===== src/rtl/motor_pwm_driver_if.sv =====
// motor_pwm_driver_if
//   Command/status bundle for the motor PWM driver.
//   master : drive-request side (enable, dir_cmd, duty_cmd, fault in; status out)
//   slave  : the driver itself
//   enable    - drive request, level-sensitive
//   dir_cmd   - requested direction, bit0 = channel A, bit1 = channel B
//   duty_cmd  - target duty in clk counts per PWM period
//   fault     - overcurrent flag, asynchronous to the driver clock
//   pwm_a/b   - gate drives; dir_a/b - latched direction
//   fault_led - high in FAULT and LOCKOUT; state - encoded FSM state
interface motor_pwm_driver_if;
    logic        enable;
    logic [1:0]  dir_cmd;
    logic [15:0] duty_cmd;
    logic        fault;
    logic        pwm_a;
    logic        pwm_b;
    logic        dir_a;
    logic        dir_b;
    logic        fault_led;
    logic [2:0]  state;

    modport master (
        output enable, dir_cmd, duty_cmd, fault,
        input  pwm_a, pwm_b, dir_a, dir_b, fault_led, state
    );

    modport slave (
        input  enable, dir_cmd, duty_cmd, fault,
        output pwm_a, pwm_b, dir_a, dir_b, fault_led, state
    );
endinterface


===== src/rtl/motor_pwm_driver.sv =====
// motor_pwm_driver
//   Two-channel motor gate driver: free-running PWM period counter, soft-start
//   duty ramp, glitch-free duty updates at period boundaries, direction-change
//   blanking, overcurrent fault handling with timed retries and lockout.
// Ports
//   clk - system clock (posedge)
//   rst - asynchronous active-high reset
//   bus - motor_pwm_driver_if.slave (commands in, gate drives / status out)
module motor_pwm_driver #(
    parameter int PWM_PERIOD  = 1000,
    parameter int RAMP_STEP   = 100000,
    parameter int RETRY_WAIT  = 200000000,
    parameter int MAX_RETRIES = 3
) (
    input  logic              clk,
    input  logic              rst,
    motor_pwm_driver_if.slave bus
);
    localparam int PW = $clog2(PWM_PERIOD + 1);
    localparam int SW = (RAMP_STEP   < 2) ? 1 : $clog2(RAMP_STEP + 1);
    localparam int WW = (RETRY_WAIT  < 2) ? 1 : $clog2(RETRY_WAIT + 1);
    localparam int RW = (MAX_RETRIES < 1) ? 1 : $clog2(MAX_RETRIES + 1);
    localparam logic [PW-1:0] P_LAST = PW'(PWM_PERIOD - 1);
    localparam logic [SW-1:0] S_LAST = SW'(RAMP_STEP - 1);
    localparam logic [WW-1:0] W_LAST = WW'(RETRY_WAIT - 1);
    localparam logic [RW-1:0] R_MAX  = RW'(MAX_RETRIES);
    localparam logic [15:0]   D_MAX  = 16'(PWM_PERIOD);

    typedef enum logic [2:0] {
        S_IDLE    = 3'd0,
        S_RAMP    = 3'd1,
        S_RUN     = 3'd2,
        S_FAULT   = 3'd3,
        S_LOCKOUT = 3'd4
    } state_t;

    state_t        r_state, w_state_nxt;
    logic          r_fault_s1, r_fault_s2;
    logic [PW-1:0] r_pcnt;
    logic [15:0]   r_duty, w_duty_nxt;
    logic [1:0]    r_dir, w_dir_nxt;
    logic [RW-1:0] r_retry, w_retry_nxt;
    logic [WW-1:0] r_wait, w_wait_nxt;
    logic [SW-1:0] r_step, w_step_nxt;
    logic          r_pend, w_pend_nxt;   // a ramp step is owed at the next boundary
    logic          r_hold, w_hold_nxt;   // direction-change blanking period active
    logic [PW-1:0] r_hcnt, w_hcnt_nxt;
    logic          r_pwm, w_pwm_nxt;

    logic          w_fault_s, w_bnd, w_active, w_dir_chg, w_step_wrap;
    logic [15:0]   w_target, w_duty_inc;

    // Only the second synchronizer stage is ever looked at by the control logic.
    always_ff @(posedge clk or posedge rst) begin
        if (rst) begin
            r_fault_s1 <= 1'b0;
            r_fault_s2 <= 1'b0;
        end else begin
            r_fault_s1 <= bus.fault;
            r_fault_s2 <= r_fault_s1;
        end
    end
    assign w_fault_s = r_fault_s2;

    always_ff @(posedge clk or posedge rst) begin
        if (rst)                  r_pcnt <= '0;
        else if (r_pcnt == P_LAST) r_pcnt <= '0;
        else                      r_pcnt <= r_pcnt + 1'b1;
    end

    assign w_target    = (bus.duty_cmd > D_MAX) ? D_MAX : bus.duty_cmd;
    assign w_bnd       = (r_pcnt == P_LAST);
    assign w_active    = (r_state == S_RAMP) || (r_state == S_RUN);
    assign w_dir_chg   = w_active && !r_hold && (bus.dir_cmd != r_dir);
    assign w_step_wrap = (r_step == S_LAST);
    assign w_duty_inc  = r_duty + 16'd1;

    // Priority inside RAMP/RUN: enable low, then fault, then direction change.
    // The pwm flop is only loaded from the compare when the drive stays active
    // this cycle, so fault entry and direction change blank it on the same edge.
    always_comb begin
        w_state_nxt = r_state;
        w_duty_nxt  = r_duty;
        w_dir_nxt   = r_dir;
        w_retry_nxt = r_retry;
        w_wait_nxt  = r_wait;
        w_step_nxt  = r_step;
        w_pend_nxt  = r_pend;
        w_hold_nxt  = r_hold;
        w_hcnt_nxt  = r_hcnt;
        w_pwm_nxt   = 1'b0;
        if (!bus.enable) begin
            w_state_nxt = S_IDLE;
            w_duty_nxt  = '0;
            w_retry_nxt = '0;
            w_wait_nxt  = '0;
            w_step_nxt  = '0;
            w_pend_nxt  = 1'b0;
            w_hold_nxt  = 1'b0;
            w_hcnt_nxt  = '0;
        end else begin
            unique case (r_state)
                S_IDLE: begin
                    if (!w_fault_s) begin
                        w_state_nxt = S_RAMP;
                        w_dir_nxt   = bus.dir_cmd;
                        w_duty_nxt  = '0;
                        w_step_nxt  = '0;
                        w_pend_nxt  = 1'b0;
                        w_hold_nxt  = 1'b0;
                    end
                end
                S_RAMP, S_RUN: begin
                    if (w_fault_s) begin
                        w_state_nxt = S_FAULT;
                        w_wait_nxt  = '0;
                        w_hold_nxt  = 1'b0;
                        w_hcnt_nxt  = '0;
                    end else if (w_dir_chg) begin
                        w_state_nxt = S_RAMP;
                        w_duty_nxt  = '0;
                        w_hold_nxt  = 1'b1;
                        w_hcnt_nxt  = '0;
                    end else if (r_hold) begin
                        // One full period at zero duty, then relatch and ramp again.
                        if (r_hcnt == P_LAST) begin
                            w_hold_nxt = 1'b0;
                            w_hcnt_nxt = '0;
                            w_dir_nxt  = bus.dir_cmd;
                            w_step_nxt = '0;
                            w_pend_nxt = 1'b0;
                        end else begin
                            w_hcnt_nxt = r_hcnt + 1'b1;
                        end
                    end else begin
                        w_pwm_nxt = (16'(r_pcnt) < r_duty);
                        if (r_state == S_RAMP) begin
                            w_step_nxt = w_step_wrap ? '0 : r_step + 1'b1;
                            w_pend_nxt = r_pend | w_step_wrap;
                            if (w_bnd) begin
                                if (r_duty >= w_target) begin
                                    w_duty_nxt  = w_target;
                                    w_state_nxt = S_RUN;
                                end else if (r_pend) begin
                                    w_duty_nxt = w_duty_inc;
                                    w_pend_nxt = w_step_wrap;
                                    if (w_duty_inc == w_target) w_state_nxt = S_RUN;
                                end
                            end
                        end else if (w_bnd) begin
                            w_duty_nxt = w_target;
                        end
                    end
                end
                S_FAULT: begin
                    if (r_wait == W_LAST) begin
                        w_wait_nxt = '0;
                        if (r_retry >= R_MAX) begin
                            w_state_nxt = S_LOCKOUT;
                        end else if (!w_fault_s) begin
                            w_retry_nxt = r_retry + 1'b1;
                            w_duty_nxt  = '0;
                            w_step_nxt  = '0;
                            w_pend_nxt  = 1'b0;
                            w_state_nxt = S_RAMP;
                        end
                    end else begin
                        w_wait_nxt = r_wait + 1'b1;
                    end
                end
                S_LOCKOUT: ;
                default: w_state_nxt = S_IDLE;
            endcase
        end
    end

    always_ff @(posedge clk or posedge rst) begin
        if (rst) begin
            r_state <= S_IDLE;
            r_duty  <= '0;
            r_dir   <= '0;
            r_retry <= '0;
            r_wait  <= '0;
            r_step  <= '0;
            r_pend  <= 1'b0;
            r_hold  <= 1'b0;
            r_hcnt  <= '0;
            r_pwm   <= 1'b0;
        end else begin
            r_state <= w_state_nxt;
            r_duty  <= w_duty_nxt;
            r_dir   <= w_dir_nxt;
            r_retry <= w_retry_nxt;
            r_wait  <= w_wait_nxt;
            r_step  <= w_step_nxt;
            r_pend  <= w_pend_nxt;
            r_hold  <= w_hold_nxt;
            r_hcnt  <= w_hcnt_nxt;
            r_pwm   <= w_pwm_nxt;
        end
    end

    assign bus.pwm_a     = r_pwm;
    assign bus.pwm_b     = r_pwm;
    assign bus.dir_a     = r_dir[0];
    assign bus.dir_b     = r_dir[1];
    assign bus.fault_led = (r_state == S_FAULT) || (r_state == S_LOCKOUT);
    assign bus.state     = r_state;
endmodule


===== src/flat_wrapper.sv =====
// flat-port wrapper written by rule: the top's interface ports become plain ports
module motor_pwm_driver_flat 
#(
    parameter int PWM_PERIOD  = 1000,
    parameter int RAMP_STEP   = 100000,
    parameter int RETRY_WAIT  = 200000000,
    parameter int MAX_RETRIES = 3
)
  (clk, rst, bus_enable, bus_dir_cmd, bus_duty_cmd, bus_fault, bus_pwm_a, bus_pwm_b, bus_dir_a, bus_dir_b, bus_fault_led, bus_state);
  motor_pwm_driver_if bus_i ();
  input  logic clk;
  input  logic rst;
  input wire logic [$bits(bus_i.enable)-1:0] bus_enable;
  input wire logic [$bits(bus_i.dir_cmd)-1:0] bus_dir_cmd;
  input wire logic [$bits(bus_i.duty_cmd)-1:0] bus_duty_cmd;
  input wire logic [$bits(bus_i.fault)-1:0] bus_fault;
  output wire logic [$bits(bus_i.pwm_a)-1:0] bus_pwm_a;
  output wire logic [$bits(bus_i.pwm_b)-1:0] bus_pwm_b;
  output wire logic [$bits(bus_i.dir_a)-1:0] bus_dir_a;
  output wire logic [$bits(bus_i.dir_b)-1:0] bus_dir_b;
  output wire logic [$bits(bus_i.fault_led)-1:0] bus_fault_led;
  output wire logic [$bits(bus_i.state)-1:0] bus_state;
  assign bus_i.enable = bus_enable;
  assign bus_i.dir_cmd = bus_dir_cmd;
  assign bus_i.duty_cmd = bus_duty_cmd;
  assign bus_i.fault = bus_fault;
  assign bus_pwm_a = bus_i.pwm_a;
  assign bus_pwm_b = bus_i.pwm_b;
  assign bus_dir_a = bus_i.dir_a;
  assign bus_dir_b = bus_i.dir_b;
  assign bus_fault_led = bus_i.fault_led;
  assign bus_state = bus_i.state;
  motor_pwm_driver #(.PWM_PERIOD(PWM_PERIOD), .RAMP_STEP(RAMP_STEP), .RETRY_WAIT(RETRY_WAIT), .MAX_RETRIES(MAX_RETRIES)) u_core (.clk(clk), .rst(rst), .bus(bus_i));
endmodule

===== config.mk =====
export PLATFORM = sky130hd
export DESIGN_NAME = motor_pwm_driver_flat
export DESIGN_NICKNAME = d
export VERILOG_FILES = /design/src/rtl/motor_pwm_driver_if.sv /design/src/rtl/motor_pwm_driver.sv /design/src/flat_wrapper.sv
export SDC_FILE = /design/constraint.sdc
export NUM_CORES = 1
export LEC_CHECK = 0
export CORE_MARGIN = 4
export CORE_UTILIZATION = 55
export CTS_CLUSTER_DIAMETER = 50
export DETAILED_ROUTE_END_ITERATION = 16
export MAX_ROUTING_LAYER = met4
export PLACE_DENSITY = 0.83
export REMOVE_ABC_BUFFERS = 1
export SLEW_MARGIN = 20
export SYNTH_ARGS = -nofsm -noshare
export SYNTH_HDL_FRONTEND = slang
export SYNTH_SLANG_ARGS = --single-unit

===== constraint.sdc =====
create_clock -name clk -period 3.48 [get_ports clk]
set_input_delay 0.348 -clock clk [delete_from_list [all_inputs] [get_ports clk]]
set_output_delay 0.348 -clock clk [all_outputs]
set_load 0.01 [all_outputs]

* Yosys cells after proc, flatten, opt, wreduce, memory -nomap -nowiden
Index checks and enable logic that the tools add are counted.
** Storage, ports and cells
- Flip-flop bits (word level) :: 93
- Input bits :: 22
- Output and inout bits :: 8
- Logic and storage cells :: 166
** Operators by class
- Add/sub/neg operators :: 6
- Magnitude comparators :: 4
- Eq/ne operators :: 41
- Multiplexer cells :: 85
- Bitwise logic cells :: 1
- Reduce and logical (&&, ||, !) cells :: 16
** Operators with widths (number)
- 16-bit two-way mux :: 13
- 17-bit two-way mux :: 10
- 28-bit two-way mux :: 3
- 10-bit two-way mux :: 7
- 28-bit case mux with 2 select lines :: 1
- 17-bit case mux with 3 select lines :: 1
- 16-bit case mux with 3 select lines :: 1
- 3-bit two-way mux :: 12
- 28-bit by 1-bit adder with 28-bit output (second input constant) :: 1
- 28-bit equality test (second input constant) :: 1
- 7-bit AND reduction :: 4
- 1-bit two-way mux :: 23
- 10-bit by 1-bit adder with 10-bit output (second input constant) :: 2
- 10-bit equality test (second input constant) :: 2
- 2-bit two-way mux :: 10
- 17-bit by 1-bit adder with 17-bit output (second input constant) :: 1
- 17-bit equality test (second input constant) :: 1
- 16-bit by 1-bit adder with 16-bit output (second input constant) :: 1
- 16-bit equality test :: 1
- 16-bit >= comparator :: 1
- 16-bit by 10-bit greater-than comparator with 1-bit output (second input constant) :: 1
- 10-bit by 16-bit less-than comparator with 1-bit output :: 1
- 2-bit != test (second input constant) :: 6
- 3-bit != test (second input constant) :: 4
- other kinds (29) :: 45

* Depth between registers and ports, before layout
Gate-level depths: netlist (run 1).
- Depth in word-level cells :: 13
- Depth in mapped cells :: 15
- Gate-level depth less buffers :: 13

* Worst setup path before layout (run 1)
Ideal clock, no wire load.
- Path type :: input to register
- Start :: in bus_duty_cmd[14]
- End :: reg u_core.r_duty[5]
- Setup time :: 0.126 ns
- Arrival :: 3.515 ns
- Data required time :: 3.354 ns
- Setup slack :: -0.161 ns
- Cell stages on the path :: 15
- Buffers on the path :: 2
- Path through :: or4_4 > or3_4 > buf_6 > a21oi_1 > and2_1 > ha_1 > nand2b_1 > a211oi_1 > o21ai_0 > a21oi_1 > o21ai_1 > o2111ai_1 > buf_2 > a211oi_1 > a221o_1
** On the way
- Cells in the longest elaborated chain, start to end :: 11
- Elaborated cells between the ends (all ways) :: 14
- Classes of those cells :: 2 x order compare; 1 x eq/ne; 10 x mux; 1 x reduce/logical
** Ends and longest elaborated chain
- start: declaration :: line flat_wrapper.sv:15 : input wire logic [$bits(bus_i.duty_cmd)-1:0] bus_duty_cmd;
- 16-bit by 10-bit greater-than comparator with 1-bit output :: line motor_pwm_driver.sv:71 : assign w_target = (bus.duty_cmd > D_MAX) ? D_MAX : bus.duty_cmd;
- 16-bit two-way mux * :: line motor_pwm_driver.sv:71
- 16-bit >= comparator :: line motor_pwm_driver.sv:141 : if (r_duty >= w_target) begin
- 16-bit two-way mux :: line motor_pwm_driver.sv:141
- 16-bit two-way mux :: line motor_pwm_driver.sv:140 : if (w_bnd) begin
- 16-bit two-way mux :: line motor_pwm_driver.sv:137 : if (r_state == S_RAMP) begin
- 16-bit two-way mux :: line motor_pwm_driver.sv:124 : end else if (r_hold) begin
- 16-bit two-way mux :: line motor_pwm_driver.sv:119 : end else if (w_dir_chg) begin
- 16-bit two-way mux :: line motor_pwm_driver.sv:114 : if (w_fault_s) begin
- 16-bit case mux with 3 select lines :: line motor_pwm_driver.sv:102 : unique case (r_state)
- 16-bit two-way mux :: line motor_pwm_driver.sv:92 : if (!bus.enable) begin
- end signal: assignment :: line motor_pwm_driver.sv:191 : r_duty <= w_duty_nxt;
- end: declaration :: line motor_pwm_driver.sv:40 : logic [15:0] r_duty, w_duty_nxt;
Every way passes the cells marked *; elsewhere a longest branch is shown, timed or not. The select of a mux whose other input is x is not followed.
A chain may end at the register's enable or synchronous reset.

* Worst setup path after layout (run 1)
- Start :: in bus_duty_cmd[13]
- End :: reg u_core.r_duty[5]
The elaborated chain is that of the path after synthesis.

==> metrics.txt, run 1 <==
TritonCTS buffer count 9; Fin. Hold Viols 0; Port Buffers 29; Worst-path clk slew 70 ps; setup violators final 0; initial DRC count 507; GR Util All Layers 25.3%; max_cap viols 0; r2r endpoint u_core.bus.state[0]; Critical Path Start Type primary input; worst vdd ir 0.411 mV; die span in x 115 um; share of async-settable or async-resettable flops after synthesis 100%; first-pass GRT wire length 26.3 mm; hold path endpoint u_core.r_fault_s2; Final min period 3350 ps; Max Freq 299 MHz; Final GP Congestion 0.958; Max Slew Vio Count 0; # IOs 30; critical path class primary input to flop; R2R depth 8; CP max FO 10; synthesis-stage register bit count 93; Power Density 406 nW/um^2; worst skew pair latency 350 ps; Fin Clk Skew 7.43 ps; ANT cells 0; area of the die 13100 sq um; Area Overhead vs Synth 17.1%; RR Startpoint u_core.r_duty[2]; slowest cell on the critical path or4_4; min-delay worst type flop to flop; final instance area 7330 sq um; R2R Setup Slk 660 ps; number of global-route vias before repair 5696; Slew HR 44.5%; CTS tree done; Remaining DRCs 0; Crit path arrival time 3580 ps; largest stage delay on the critical path 490 ps; initial antenna violation count 0; Routed wire per std cell 16.5 um; status complete, no violations; CP top delay family simple AND/OR/NAND/NOR gates; mapped cell area 6260 sq um; final WL 15.5 mm; Worst Max-Slew Pin Slew 825 ps; first drt pass iteration count 6; clock root buffer clkbuf_16; yosys warns 0; Core ar. 11000 sq um; syn_area_per_cell 8.48 sq um; detailed placement HPWL 11.3 mm; Leak 3.06 nW; post-synth top area share 37.2%; H-Tree Level Count 3; GR Overflow Total 0; share of cells above drive strength 1 11.6%; Die Ht 115 um; CP required 3720 ps; Hold Path Cell Cnt 0; Via-to-Cell Ratio 6.23; # rows 38; Crit path buffers/inverters 3; antenna viol nets, final 0; post-route clock period utilization 96.1%; Max Root-Sink Buffers 2; Worst Min Path Start u_core.r_fault_s1; main area contributors after synthesis dfrtp_1, ha_1, o21ai_0; Initial Util 57.0%; routed via count 5873; fin util 66.7%; TritonCTS Sinks 93; Cell variety after synth 71; Cell Area, Placed 6910 sq um; crit-path cells dlygate4sd2_1 > or4_4 > or3_4 > buf_4 > nor2_2 > nand2_1 > ha_1 > o21ai_0 > o21ai_1 > a2111oi_1 > o31ai_1 > nand2_1 > buf_4 > a221o_1; ys flop type dfrtp_1; net count reported at finish 850; most area-hungry cell type in the Yosys netlist dfrtp_1; Post-synth EDFFs 0; CP Capture Type flop; largest net degree at the start of global routing 52; RSZ-0062 raised after global routing no; Post-Syn Instances 738; register area share after synthesis 37.2%
==> per-layer routing <==
metal | wire length [um] | share of wire, % | vias up | GRT usage (%)
li1 | - | - | 2803 | -
met1 | 6890 | 44 | 2861 | 31.6
met2 | 7540 | 49 | 174 | 41.1
met3 | 703 | 4.5 | 35 | 4.44
met4 | 371 | 2.4 | 0 | 9.18
met5 | 0 | 0 | - | -
==> worst max-delay path by stage <==
stage	depth (start not counted)	to	start
finish	14	u_core.r_duty[5]	bus_duty_cmd[13]
global route	14	u_core.r_duty[5]	bus_duty_cmd[13]
CTS	15	u_core.r_duty[4]	bus_duty_cmd[13]
detailed placement	15	u_core.r_duty[5]	bus_duty_cmd[14]
global placement	15	u_core.r_duty[4]	bus_duty_cmd[14]
floorplan	13	u_core.r_duty[4]	bus_duty_cmd[14]
==> logic make-up (layout without fill, tap and decap cells) <==
kind of cell,after synthesis,after routing,synth area share [%]
simple gates,328,328,27.4
compound gates,178,178,17.8
flops,93,93,37.2
buf+inv,54,113,3.56
xor+xnor,40,40,5.60
fa+ha+maj,32,32,6.36
mux,12,12,2.04
other cells,1,6,0.0599
==> where the power goes <==
group	internal (mW)	switching, mW	leakage (nW)	total, mW
clock	0.563	0.426	0.141	0.989
combinational	0.316	0.462	1.64	0.779
sequential	1.12	0.0822	1.27	1.20
==> cells in the final DEF (no fill, tap or decap), drive strengths merged, types with 4 or more instances in the layout <==
| cell | Yosys | routed |
|---|---|---|
| a211oi | 7 | 7 |
| a21o | 7 | 7 |
| a21oi | 29 | 29 |
| and2 | 6 | 6 |
| and3 | 19 | 19 |
| and4 | 4 | 4 |
| buf | 9 | 41 |
| clkbuf | 18 | 14 |
| clkdlybuf4s50 | 0 | 25 |
| conb | 1 | 6 |
| dfrtp | 93 | 93 |
| ha | 31 | 31 |
| inv | 27 | 26 |
| mux2 | 6 | 6 |
| mux2i | 6 | 6 |
| nand2 | 59 | 59 |
| nand2b | 16 | 16 |
| nand3 | 39 | 39 |
| nand3b | 4 | 4 |
| nand4 | 20 | 20 |
| nor2 | 88 | 88 |
| nor2b | 13 | 13 |
| nor3 | 21 | 21 |
| nor4 | 16 | 16 |
| o2111ai | 4 | 4 |
| o21ai | 80 | 80 |
| o31ai | 18 | 18 |
| o41ai | 4 | 4 |
| or3 | 6 | 6 |
| xnor2 | 21 | 21 |
| xor2 | 19 | 19 |
==> layout make-up <==
cell class | count | area (sq um)
Timing Repair Buffer | 70 | 623
Sequential cell | 93 | 2330
Clock inverter | 2 | 15.0
Multi-Input combinational cell | 596 | 3800
Fill cell | 900 | 3650
Tap cell | 140 | 175
Clock buffer | 14 | 284
Inverter | 27 | 105
==> metrics by stage <==
stage	setup TNS [ps]	cells	setup WS (ps)	power (mW)	hold WS, ps
floorplan	-3010	716	-543	1.66	331
global placement	-5770	921	-370	1.94	385
detailed placement	-8420	921	-551	1.97	399
CTS	0	942	38.9	2.97	409
global route	0	942	6.05	3.12	422
finish	0	942	134	2.97	402
==> synthesized netlist by cell type, types with 3 or more instances <==
cell type  number
o211ai_1        3
nor4_2          4
nor4_1         12
buf_2           7
a21oi_1        28
nor3_1         19
o31ai_1        18
and2_1          6
o21ai_0        77
nor2_1         87
a211oi_1        6
a21o_1          7
nand2b_1       16
and4_1          4
xor2_1         19
o21ai_1         3
dfrtp_1        93
nand2_1        59
nand3b_1        4
mux2i_1         6
ha_1           31
a211o_1         3
or3_1           5
and3_1         19
nand4b_1        3
xnor2_1        21
nor2b_1        13
a31oi_1         3
nand3_1        39
o2111ai_1       4
o41ai_1         4
nand4_1        20
inv_1          27
mux2_2          6
clkbuf_1       18
==> flip-flops by register name (all words and copies together) (netlist names) <==
name	flops
u_core.bus.state	3
u_core.r_step	17
u_core.r_fault_s2	1
u_core.r_dir	2
u_core.r_retry	2
u_core.r_fault_s1	1
u_core.r_pend	1
u_core.r_duty	16
u_core.r_pcnt	10
u_core.bus.pwm_a	1
u_core.r_hold	1
u_core.r_wait	28
u_core.r_hcnt	10
==> timing repair <==
item / CTS / global route
resized for setup: 27 / 2
gates cloned: 1 / 0
buffers inserted: 4 / 0
pin swaps: 16 / 4
setup endpoints to repair: 16 / 10
endpoints found under the hold margin: 0 / 0
hold buffers: 0 / 0
Power figures use the tool's default switching activity.
==> run 2, diff against run 1 <==
ABC_CLOCK_PERIOD_IN_PS = 3480   (was default)
==> results of run 2 <==
Same layout as run 1: the final DEF is identical, and so are final timing and power.
==> run 3, diff against run 2 <==
CELL_PAD_IN_SITES_DETAIL_PLACEMENT = 0   (was default)
CELL_PAD_IN_SITES_GLOBAL_PLACEMENT = 2   (was default)
CORE_UTILIZATION = 38   (was 55)
PLACE_DENSITY = 0.9   (was 0.83)
==> metrics.txt, run 3 (same netlist as run 1, synthesis figures left out) <==
R2R depth 8 (unchanged); GR Util All Layers 18.6% (-6.7 points); clock root buffer clkbuf_16; net count reported at finish 853 (+0.35%); status complete, no violations; largest stage delay on the critical path 530 ps (+40 ps); area of the die 18600 sq um (+41%); max_cap viols 0 (unchanged); CP startpoint bus_duty_cmd[12]; H-Tree Level Count 3 (unchanged); # IOs 30 (unchanged); min-delay worst type primary input to asynchronous set/reset pin; antenna viol nets, final 0 (unchanged); Core ar. 16000 sq um (+46%); Crit path buffers/inverters 4 (+1); post-route clock period utilization 96.5% (+0.31 points); setup violators final 0 (unchanged); R2R Setup Slk 700 ps (+40 ps); die span in x 136 um (+19%); Fin Clk Skew 4.53 ps (-2.90 ps); Fin. Hold Viols 0 (unchanged); TritonCTS Sinks 93 (unchanged); initial antenna violation count 0 (unchanged); worst skew pair latency 350 ps (about the same); Cell Area, Placed 7050 sq um (+2.0%); most frequent cells in the layout dfrtp_1, nor2_1, o21ai_0; GR Overflow Total 0 (unchanged); biggest regs u_core.r_wait: 28 flops, u_core.r_step: 17 flops, u_core.r_duty: 16 flops; Non-Filler Instances 1021 (+8.4%); Critical Path Start Type primary input; Final GP Congestion 0.874 (-8.8%); ANT cells 0 (unchanged); final instance area 7460 sq um (+1.8%); Via-to-Cell Ratio 5.53 (-11%); worst vdd ir 0.270 mV (-34%); Worst-path clk slew 60 ps (about the same); Max Slew Vio Count 0 (unchanged); share of cells above drive strength 1 11.9% (+0.33 points); RR Startpoint u_core.r_pcnt[0]; CP required 3710 ps (about the same); Crit path arrival time 3590 ps (about the same); CP Capture Type flop; Die Ht 136 um (+19%); first-pass GRT wire length 27.3 mm (+3.8%); leading cell type in the layout, fill and taps excluded dfrtp_1; Reg with most FFs u_core.r_wait; Critical Path End u_core.r_duty[5]; TritonCTS buffer count 9 (unchanged); CP max FO 10 (unchanged); # rows 46 (+21%); Leak 3.09 nW (+0.95%); CTS tree done; Port Buffers 29 (unchanged); post-place setup slack -525 ps (+25.3 ps); CP dominant cell by count buf_4; first drt pass iteration count 5 (-1); setup_tns 0 ps (unchanged); max FFs per register 28 (unchanged); Routed wire per std cell 15.5 um (-5.7%); CP Depth 15 (+1); Final min period 3360 ps (+10.8 ps); final WL 15.8 mm (+2.2%); Inst Count DP 1003 (+8.9%); initial DRC count 422 (-17%); CP top delay family simple AND/OR/NAND/NOR gates; hold_buf cts 0 (unchanged); r2r endpoint u_core.r_duty[5]; detailed placement HPWL 11.9 mm (+4.9%); critical path class primary input to flop; Max Freq 298 MHz (-0.32%); Power Density 415 nW/um^2 (+2.3%); slowest cell on the critical path or4_4; largest net degree at the start of global routing 73 (+40%); Area Overhead vs Synth 19.2%; routed via count 5646 (-3.9%); crit-path cells dlygate4sd2_1 > or4_4 > or3_4 > buf_4 > nor2_2 > ha_1 > a211o_1 > o211ai_1 > a21oi_1 > buf_4 > nor4_1 > o31ai_1 > nand2_1 > buf_4 > a221o_1; Initial Util 39.1% (-18 points); Fillers 1604 (+78%); Max Root-Sink Buffers 2 (unchanged); RSZ-0062 raised after global routing yes; number of global-route vias before repair 5599 (-1.7%); final worst setup slack 123 ps (-10.8 ps); Remaining DRCs 0 (unchanged); Worst Max-Slew Pin Slew 767 ps (-57.9 ps); fin util 46.6% (-20 points); Slew HR 48.6% (+4.1 points)
run 3: changes by cell type in the layout (fill, tap and decap cells not counted), sizes merged:
cell | before | now
buf | 41 | 44
clkbuf | 14 | 11
bufinv | 0 | 2
clkdlybuf4s15 | 2 | 0
dlygate4sd2 | 2 | 4
clkinvlp | 2 | 3
run 3: final cells by class:
cell class | count | area (sq um) | share of cell area, %
Clock buffer | 11 | 253 | 3.39
Clock inverter | 5 | 82.6 | 1.11
Inverter | 27 | 105 | 1.41
Multi-Input combinational cell | 596 | 3790 | 50.8
Sequential cell | 93 | 2330 | 31.2
Tap cell | 216 | 270 | 3.62
Timing Repair Buffer | 73 | 632 | 8.47
run 3: worst min-delay path by stage:
stage | from | endpoint | slack [ps] | cells after the start
floorplan | u_core.r_fault_s1 | u_core.r_fault_s2 | 330 | 0
global placement | u_core.r_fault_s1 | u_core.r_fault_s2 | 390 | 0
detailed placement | u_core.r_fault_s1 | u_core.r_fault_s2 | 400 | 0
CTS | rst | u_core.r_wait[17] | 310 | 2
global route | rst | u_core.r_wait[16] | 340 | 2
finish | rst | u_core.r_wait[15] | 310 | 2
run 3: power breakdown:
part	switching, mW	internal [mW]
clock	0.425	0.669
sequential	0.0876	1.12
combinational	0.460	0.330
run 3: layer usage:
layer,wire (um),GRT usage (%),vias up
met2,7450,30.0,123
met3,535,2.96,19
met1,7620,24.3,2701
met4,243,5.04,0
met5,0,-,-
li1,-,-,2803
run 3: what timing repair did:
action | 4_1_cts | 5_1_grt
buffers inserted | 2 | 0
setup endpoints to repair | 16 | 16
gates resized for setup | 20 | 0
pin swaps | 15 | 5
hold endpoints to repair | 0 | 0
gates cloned | 0 | 0
run 3: metrics by stage:
stage               hold WS (ps)  power [mW]
finish                       306        3.09
global route                 340        3.26
detailed placement           396        2.01
floorplan                    331        1.66
global placement             390        2.00
CTS                          315        3.12
run 3: worst reg2reg max path, cell delays in order (launching register included):
cell	delay, ps
dfrtp_1	400
ha_1	230
nand4b_1	140
nor3_2	650
nand2_1	220
o31ai_1	360
nand2_1	120
buf_4	180
a221o_1	350
